### config.mk
export PLATFORM = sky130hd
export DESIGN_NAME = psum_collector
export DESIGN_NICKNAME = d
export VERILOG_FILES = /design/src/rtl/psum_pkg.sv /design/src/rtl/psum_collector_sync_fifo.sv /design/src/rtl/psum_collector.sv
export SDC_FILE = /design/constraint.sdc
export NUM_CORES = 1
export LEC_CHECK = 0
export BUFFER_PORTS_ARGS = -buffer_cell sky130_fd_sc_hd__buf_4
export CAP_MARGIN = 20
export CORE_MARGIN = 3
export CORE_UTILIZATION = 40
export CTS_BUF_LIST = sky130_fd_sc_hd__clkbuf_2 sky130_fd_sc_hd__clkbuf_4 sky130_fd_sc_hd__clkbuf_8
export DETAILED_ROUTE_END_ITERATION = 10
export PLACE_DENSITY = 0.6
export SETUP_SLACK_MARGIN = 0.1
export SLEW_MARGIN = 0
export SYNTH_ARGS = -nofsm -noshare
export SYNTH_HDL_FRONTEND = slang
export SYNTH_SLANG_ARGS = --single-unit
### constraint.sdc
create_clock -name clk -period 9.8 [get_ports clk]
set_clock_uncertainty 0.05 [all_clocks]
set_input_delay 0 -clock clk [delete_from_list [all_inputs] [get_ports clk]]
set_output_delay 0 -clock clk [all_outputs]
set_load 0.03 [all_outputs]
### src/rtl/psum_pkg.sv
// Shared definitions for the partial-sum collector: default widths, FSM states
// and the saturating adder used by the accumulator.
package psum_pkg;

    localparam int PSUM_W_DEF = 19;
    localparam int ACC_W_DEF  = 32;
    localparam int SAT_W      = 64;

    typedef enum logic [1:0] {
        IDLE  = 2'd0,
        ACCUM = 2'd1,
        ERR   = 2'd2
    } state_e;

    // Adds two sign-extended operands and clamps to the signed range of a w-bit word (w <= 64).
    function automatic logic signed [SAT_W-1:0] satAdd(
        input logic signed [SAT_W-1:0] a,
        input logic signed [SAT_W-1:0] b,
        input int                      w
    );
        logic signed [SAT_W:0] sum;
        logic signed [SAT_W:0] one;
        logic signed [SAT_W:0] maxV;
        logic signed [SAT_W:0] minV;
        sum  = {a[SAT_W-1], a} + {b[SAT_W-1], b};
        one  = {{SAT_W{1'b0}}, 1'b1};
        maxV = (one <<< (w - 1)) - one;
        minV = -(one <<< (w - 1));
        if (sum > maxV) begin
            return maxV[SAT_W-1:0];
        end else if (sum < minV) begin
            return minV[SAT_W-1:0];
        end
        return sum[SAT_W-1:0];
    endfunction

endpackage

### src/rtl/psum_collector_sync_fifo.sv
// Output buffer for completed sums: DEPTH-entry power-of-two FIFO, head visible
// one cycle after the write that filled it, reads 0 while empty.
module sync_fifo #(
    parameter int WIDTH = 32,
    parameter int DEPTH = 4
) (
    input  logic             clk,
    input  logic             rst_n,
    input  logic             wr_en_i,
    input  logic [WIDTH-1:0] wr_data_i,
    input  logic             rd_en_i,
    output logic [WIDTH-1:0] rd_data_o,
    output logic             full_o,
    output logic             empty_o
);

    localparam int PTR_W = (DEPTH > 1) ? $clog2(DEPTH) : 1;

    logic [WIDTH-1:0] mem_q [DEPTH];
    logic [PTR_W-1:0] wrPtr_q, wrPtr_d;
    logic [PTR_W-1:0] rdPtr_q, rdPtr_d;
    logic [PTR_W:0]   count_q, count_d;
    logic             push;
    logic             pop;

    assign full_o    = (count_q == (PTR_W+1)'(DEPTH));
    assign empty_o   = (count_q == '0);
    assign push      = wr_en_i && !full_o;
    assign pop       = rd_en_i && !empty_o;
    assign rd_data_o = empty_o ? '0 : mem_q[rdPtr_q];

    // Pointers wrap naturally because DEPTH is a power of two.
    always_comb begin
        wrPtr_d = wrPtr_q;
        rdPtr_d = rdPtr_q;
        count_d = count_q;
        if (push) begin
            wrPtr_d = wrPtr_q + PTR_W'(1);
        end
        if (pop) begin
            rdPtr_d = rdPtr_q + PTR_W'(1);
        end
        case ({push, pop})
            2'b10:   count_d = count_q + (PTR_W+1)'(1);
            2'b01:   count_d = count_q - (PTR_W+1)'(1);
            default: count_d = count_q;
        endcase
    end

    always_ff @(posedge clk or negedge rst_n) begin
        if (!rst_n) begin
            wrPtr_q <= '0;
            rdPtr_q <= '0;
            count_q <= '0;
        end else begin
            wrPtr_q <= wrPtr_d;
            rdPtr_q <= rdPtr_d;
            count_q <= count_d;
        end
    end

    always_ff @(posedge clk) begin
        if (push) begin
            mem_q[wrPtr_q] <= wr_data_i;
        end
    end

endmodule

### src/rtl/psum_collector.sv
// Collects signed partial sums from a fusion-unit column tail, accumulates them
// over multiple passes with saturation, and queues completed sums for downstream.
module psum_collector
    import psum_pkg::*;
#(
    parameter int PSUM_W     = PSUM_W_DEF,
    parameter int ACC_W      = ACC_W_DEF,
    parameter int DEPTH      = 4,
    parameter int MAX_PASSES = 16
) (
    input  logic                     clk,
    input  logic                     rst_n,
    input  logic signed [PSUM_W-1:0] psum_in,
    input  logic                     psum_valid,
    input  logic                     psum_last,
    output logic                     psum_ready,
    output logic signed [ACC_W-1:0]  out_data,
    output logic                     out_valid,
    input  logic                     out_ready,
    output logic                     pass_ovf
);

    localparam int                CNT_W    = $clog2(MAX_PASSES + 1);
    localparam logic [CNT_W-1:0]  LAST_CNT = CNT_W'(MAX_PASSES - 1);

    state_e                  state_q, state_d;
    logic signed [ACC_W-1:0] acc_q, acc_d;
    logic [CNT_W-1:0]        passCnt_q, passCnt_d;
    logic signed [SAT_W-1:0] sumWide;
    logic signed [ACC_W-1:0] sumSat;
    logic                    accept;
    logic                    pushEn;
    logic                    popEn;
    logic                    fifoFull;
    logic                    fifoEmpty;

    assign accept  = psum_valid && psum_ready;
    assign sumWide = satAdd(SAT_W'(acc_q), SAT_W'(psum_in), ACC_W);
    assign sumSat  = sumWide[ACC_W-1:0];
    assign pushEn  = accept && psum_last;
    assign popEn   = out_valid && out_ready;

    always_ff @(posedge clk or negedge rst_n) begin
        if (!rst_n) begin
            state_q <= IDLE;
        end else begin
            state_q <= state_d;
        end
    end

    // The accept that brings the pass count to MAX_PASSES is still taken, then the FSM locks in ERR.
    always_comb begin
        state_d = state_q;
        case (state_q)
            IDLE, ACCUM: begin
                if (accept) begin
                    if (psum_last) begin
                        state_d = IDLE;
                    end else if (passCnt_q == LAST_CNT) begin
                        state_d = ERR;
                    end else begin
                        state_d = ACCUM;
                    end
                end
            end
            ERR:     state_d = ERR;
            default: state_d = IDLE;
        endcase
    end

    always_comb begin
        psum_ready = (state_q != ERR) && !fifoFull;
        pass_ovf   = (state_q == ERR);
    end

    always_comb begin
        acc_d     = acc_q;
        passCnt_d = passCnt_q;
        if (accept) begin
            if (psum_last) begin
                acc_d     = '0;
                passCnt_d = '0;
            end else begin
                acc_d     = sumSat;
                passCnt_d = passCnt_q + CNT_W'(1);
            end
        end
    end

    always_ff @(posedge clk or negedge rst_n) begin
        if (!rst_n) begin
            acc_q     <= '0;
            passCnt_q <= '0;
        end else begin
            acc_q     <= acc_d;
            passCnt_q <= passCnt_d;
        end
    end

    sync_fifo #(
        .WIDTH (ACC_W),
        .DEPTH (DEPTH)
    ) uFifo (
        .clk       (clk),
        .rst_n     (rst_n),
        .wr_en_i   (pushEn),
        .wr_data_i (sumSat),
        .rd_en_i   (popEn),
        .rd_data_o (out_data),
        .full_o    (fifoFull),
        .empty_o   (fifoEmpty)
    );

    assign out_valid = !fifoEmpty;

endmodule

==> impl_metrics.prom <==
# TYPE chip_impl_metric gauge
chip_impl_info{name="outcome",value="finished clean"} 1
chip_impl_info{name="setup.worst_path.start",value="acc_q[0]"} 1
chip_impl_metric{name="timing.critical_path.depth",unit=""} 11
chip_impl_metric{name="synth_simple_gate_area_share",unit="%"} 12.0
chip_impl_info{name="cp_top_family",value="compound AO/OA/AOI/OAI gates"} 1
chip_impl_metric{name="required",unit="ps"} 9950
chip_impl_metric{name="placement.cell_area",unit="mm²"} 0.00974
chip_impl_metric{name="vias_in_the_first_global_route",unit=""} 5921
chip_impl_metric{name="cts_inserted_buffers",unit=""} 17
chip_impl_metric{name="finish.net_count",unit=""} 806
chip_impl_metric{name="maximum_number_of_pins_on_one_net_before_global_route_repair",unit=""} 47
chip_impl_metric{name="ys_types",unit=""} 66
chip_impl_info{name="predominant_post_synthesis_flop_cell",value="sky130_fd_sc_hd__edfxtp_1"} 1
chip_impl_metric{name="post_cts.resized_instances",unit=""} 0
chip_impl_metric{name="post-cts-setup-buffers",unit=""} 0
chip_impl_metric{name="postSynthAreaPerCell",unit="µm²"} 13.2
chip_impl_metric{name="row_count",unit=""} 54
chip_impl_info{name="rr_startpoint",value="acc_q[0]"} 1
chip_impl_info{name="crit_path_cell_trace",value="ha_1, fa_1, a211o_1, a211oi_2, o21ai_1, and4_4, o21a_4, o311ai_4, buf_4, nand3_1, and2_1"} 1
chip_impl_metric{name="ioPinCount",unit=""} 59
chip_impl_metric{name="post_synth_fa_ha_maj_area_fraction",unit="%"} 5.83
chip_impl_info{name="clockRootBuffer",value="sky130_fd_sc_hd__clkbuf_8"} 1
chip_impl_metric{name="route.detailed.vias_per_inst",unit=""} 5.61
chip_impl_metric{name="syn_inst",unit=""} 686
chip_impl_metric{name="detail_route.drc_violations",unit=""} 0
chip_impl_metric{name="leakagePower",unit="nW"} 3.97
chip_impl_metric{name="grt_pass1_wl",unit="µm"} 33800
chip_impl_metric{name="initial_antenna_violation_count",unit=""} 0
chip_impl_metric{name="fin_crit",unit="ps"} 3650
chip_impl_metric{name="floorplan.initialDensity",unit="%"} 41.1
chip_impl_metric{name="final_util",unit="%"} 46.4
chip_impl_info{name="most_frequently_used_cell_type_in_the_post_synthesis_netlist",value="sky130_fd_sc_hd__edfxtp_1"} 1
chip_impl_info{name="synth_top_cells_by_count",value="sky130_fd_sc_hd__edfxtp_1 (128), sky130_fd_sc_hd__and2_1 (66), sky130_fd_sc_hd__dfrtp_1 (46), sky130_fd_sc_hd__a21oi_1 (39), sky130_fd_sc_hd__ha_1 (39)"} 1
chip_impl_metric{name="dp.cells",unit=""} 996
chip_impl_info{name="synth_top_family_by_area",value="compound AO/OA/AOI/OAI gates"} 1
chip_impl_metric{name="cp_num_buf_inv",unit=""} 1
chip_impl_metric{name="synthesized_net_count",unit=""} 751
chip_impl_info{name="worstHoldPathType",value="in2async"} 1
chip_impl_metric{name="layout.cells.non_filler",unit=""} 1034
chip_impl_metric{name="synth_seq_area_share",unit="%"} 55.1
chip_impl_metric{name="yosys_warnings",unit=""} 0
chip_impl_metric{name="power.density",unit="mW/mm²"} 351
chip_impl_metric{name="final_max_slew_viol_count",unit=""} 0
chip_impl_metric{name="globalRouteTotalUtil",unit="%"} 18.1
chip_impl_metric{name="timing.fmax",unit="MHz"} 274
chip_impl_metric{name="synth_compound_gate_area_share",unit="%"} 13.1
chip_impl_info{name="crit_slowest_cell",value="sky130_fd_sc_hd__fa_1"} 1
chip_impl_metric{name="finalSetupViolations",unit=""} 0
chip_impl_metric{name="crit_arrival",unit="ps"} 3810
chip_impl_info{name="cts_tree",value="built"} 1
chip_impl_metric{name="r2r_setup_slack",unit="ps"} 6150
chip_impl_metric{name="finalHoldViolations",unit=""} 0
chip_impl_metric{name="synthesis.area",unit="mm²"} 0.00906
chip_impl_metric{name="post_synthesis_mux_area_share",unit="%"} 8.19
chip_impl_metric{name="ys_seq_elements",unit=""} 174
chip_impl_info{name="startpoint_type",value="register"} 1
chip_impl_metric{name="ant_nets",unit=""} 0
chip_impl_metric{name="ir_drop",unit="mV"} 0.101
chip_impl_metric{name="worstMarginPinSlew",unit="ps"} 993
chip_impl_metric{name="clock_latency",unit="ps"} 460
chip_impl_metric{name="dieWidth",unit="µm"} 157
chip_impl_metric{name="total_power",unit="mW"} 3.59
chip_impl_metric{name="maxCapViolCount",unit=""} 0
chip_impl_info{name="grt_setup_unrepaired",value="no"} 1
chip_impl_metric{name="diodes",unit=""} 0
chip_impl_metric{name="area_growth",unit="%"} 12.8
chip_impl_metric{name="critical-path-max-stage-delay",unit="ps"} 430
chip_impl_metric{name="full_die_area",unit="mm²"} 0.0245
chip_impl_metric{name="cts_hold_repair.buffers",unit=""} 6
chip_impl_metric{name="drt_wl_total",unit="µm"} 21400
chip_impl_info{name="synth_top_cells_by_area",value="sky130_fd_sc_hd__edfxtp_1 (42%), sky130_fd_sc_hd__dfrtp_1 (13%), sky130_fd_sc_hd__mux4_2 (8.0%)"} 1
chip_impl_metric{name="vertical_die_dimension",unit="µm"} 157
chip_impl_metric{name="yosys.area.top_type_share",unit="%"} 42.4
chip_impl_metric{name="floorplan.core_area",unit="mm²"} 0.0220
chip_impl_metric{name="layout.cell_area.non_filler",unit="mm²"} 0.0102
chip_impl_metric{name="synth_edf_count",unit=""} 128
chip_impl_info{name="crit_type",value="reg2reg"} 1
chip_impl_info{name="yosysTopAreaCell",value="sky130_fd_sc_hd__edfxtp_1"} 1
chip_impl_metric{name="drt-pass1-iter-count",unit=""} 5
chip_impl_metric{name="weighted_congestion_at_the_end_of_routability_driven_global_placement",unit=""} 0.880
chip_impl_metric{name="detailedPlacementHpwl",unit="µm"} 14100
chip_impl_metric{name="io_buffer_count",unit=""} 58
chip_impl_metric{name="drt_iter0_drc",unit=""} 558
chip_impl_info{name="setup.worst_path.end",value="uFifo.mem_q[1][12]"} 1
chip_impl_metric{name="timing.final.crit_share",unit="%"} 37.3
chip_impl_metric{name="path_clk_slew",unit="ps"} 100
chip_impl_metric{name="timing.setup.tns",unit="ps"} 0
chip_impl_metric{name="cts_buffer_depth",unit=""} 2
chip_impl_metric{name="rr_worst_depth",unit=""} 11
chip_impl_metric{name="max-slew-margin-rel",unit="%"} 33.6
chip_impl_info{name="reg_to_reg_end",value="uFifo.mem_q[1][12]"} 1
chip_impl_info{name="setup.worst_path.end_class",value="register"} 1
chip_impl_metric{name="global_route.overflow_total",unit=""} 0
chip_impl_metric{name="cts.htree.levels",unit=""} 4
chip_impl_metric{name="worstPathMaxFanout",unit=""} 31
chip_impl_metric{name="overall_via_count_from_detail_route",unit=""} 5805
chip_impl_metric{name="cts.sink_count",unit=""} 174
chip_impl_metric{name="route.detailed.wl_per_inst",unit="µm"} 20.7
chip_impl_metric{name="synth_async_sr_flop_share",unit="%"} 26.4
chip_impl_metric{name="post_route_cells_drive_above_1_share",unit="%"} 24.4
chip_impl_metric{name="synth_xor_area_share",unit="%"} 3.09
power by group:
group | internal, mW | leakage, nW | total (mW) | switching (mW)
Combinational | 0.754 | 2.01 | 1.82 | 1.07
Sequential | 1.13 | 1.75 | 1.25 | 0.121
Clock | 0.219 | 0.211 | 0.514 | 0.295
cell type report:
type | count | area [µm²]
Clock buffer | 17 | 234
Clock inverter | 15 | 191
Fill cell | 1990 | 11800
Inverter | 13 | 48.8
Multi-Input combinational cell | 461 | 3830
Sequential cell | 174 | 5000
Tap cell | 280 | 350
Timing Repair Buffer | 74 | 571
routing by layer:
| metal | vias up | global-route usage, % | routed length [µm] |
|---|---|---|---|
| met5 | - | 0 | 0 |
| met4 | 0 | 4.17 | 160 |
| met3 | 12 | 3.90 | 1230 |
| met2 | 163 | 27.0 | 9360 |
| met1 | 2892 | 27.2 | 10700 |
| li1 | 2738 | - | - |
sequential cells by signal (all words and copies together), names as in the netlist:
register       cells
uFifo.mem_q      128
acc_q             32
passCnt_q          5
uFifo.count_q      3
state_q            2
uFifo.rdPtr_q      2
uFifo.wrPtr_q      2
stage by stage:
stage                     worst slack [ps]  hold slack, ps
after floorplan                       6720            -346
after global placement                6280            36.4
after detailed placement              6190            25.9
after CTS                             6170            61.2
after global routing                  5960            81.2
final                                 6150            69.4
kinds of logic (layout without fill, tap and decap cells):
family	Yosys count	count (layout)
AND/OR/NAND/NOR	195	195
flip-flops	174	174
AO/OA/AOI/OAI	159	159
buffers and inverters	51	119
adder cells (fa/ha/maj)	41	41
multiplexers	34	34
XOR/XNOR	32	32
worst min-delay path by stage:
stage | start | end | slack [ps] | cells after the start
floorplan | rst_n | acc_q[0] | -350 | 0
global placement | rst_n | acc_q[7] | 40 | 1
detailed placement | rst_n | acc_q[6] | 30 | 1
CTS | rst_n | acc_q[8] | 60 | 2
global route | rst_n | acc_q[7] | 80 | 2
finish | rst_n | acc_q[7] | 70 | 2
worst reg2reg max path, cell delays in order (launching register included):
cell                       delay (ps)
sky130_fd_sc_hd__dfrtp_1          410
sky130_fd_sc_hd__ha_1             230
sky130_fd_sc_hd__fa_1             430
sky130_fd_sc_hd__a211o_1          310
sky130_fd_sc_hd__a211oi_2         320
sky130_fd_sc_hd__o21ai_1          180
sky130_fd_sc_hd__and4_4           210
sky130_fd_sc_hd__o21a_4           220
sky130_fd_sc_hd__o311ai_4         200
sky130_fd_sc_hd__buf_4            430
sky130_fd_sc_hd__nand3_1          200
sky130_fd_sc_hd__and2_1           240
cells in the final DEF, fill, tap and decap left out, types with 5 or more instances in the layout:
master                          count
sky130_fd_sc_hd__o21a_1             5
sky130_fd_sc_hd__a22o_2            30
sky130_fd_sc_hd__mux4_2            32
sky130_fd_sc_hd__nand2b_1           6
sky130_fd_sc_hd__o211ai_1           5
sky130_fd_sc_hd__a21o_1            13
sky130_fd_sc_hd__xnor2_1           17
sky130_fd_sc_hd__nand3_1           32
sky130_fd_sc_hd__nor3_1             8
sky130_fd_sc_hd__inv_1             13
sky130_fd_sc_hd__edfxtp_1         128
sky130_fd_sc_hd__nor2_1            22
sky130_fd_sc_hd__and3_1             9
sky130_fd_sc_hd__xor2_1            15
sky130_fd_sc_hd__buf_4             68
sky130_fd_sc_hd__a21o_2             5
sky130_fd_sc_hd__dfrtp_1           44
sky130_fd_sc_hd__dlygate4sd3_1      6
sky130_fd_sc_hd__ha_1              39
sky130_fd_sc_hd__and2_1            66
sky130_fd_sc_hd__nand2_1           28
sky130_fd_sc_hd__o21ai_0           22
sky130_fd_sc_hd__a21oi_1           39
sky130_fd_sc_hd__clkbuf_8          17
Note: power is estimated with default switching activity, not from simulation.
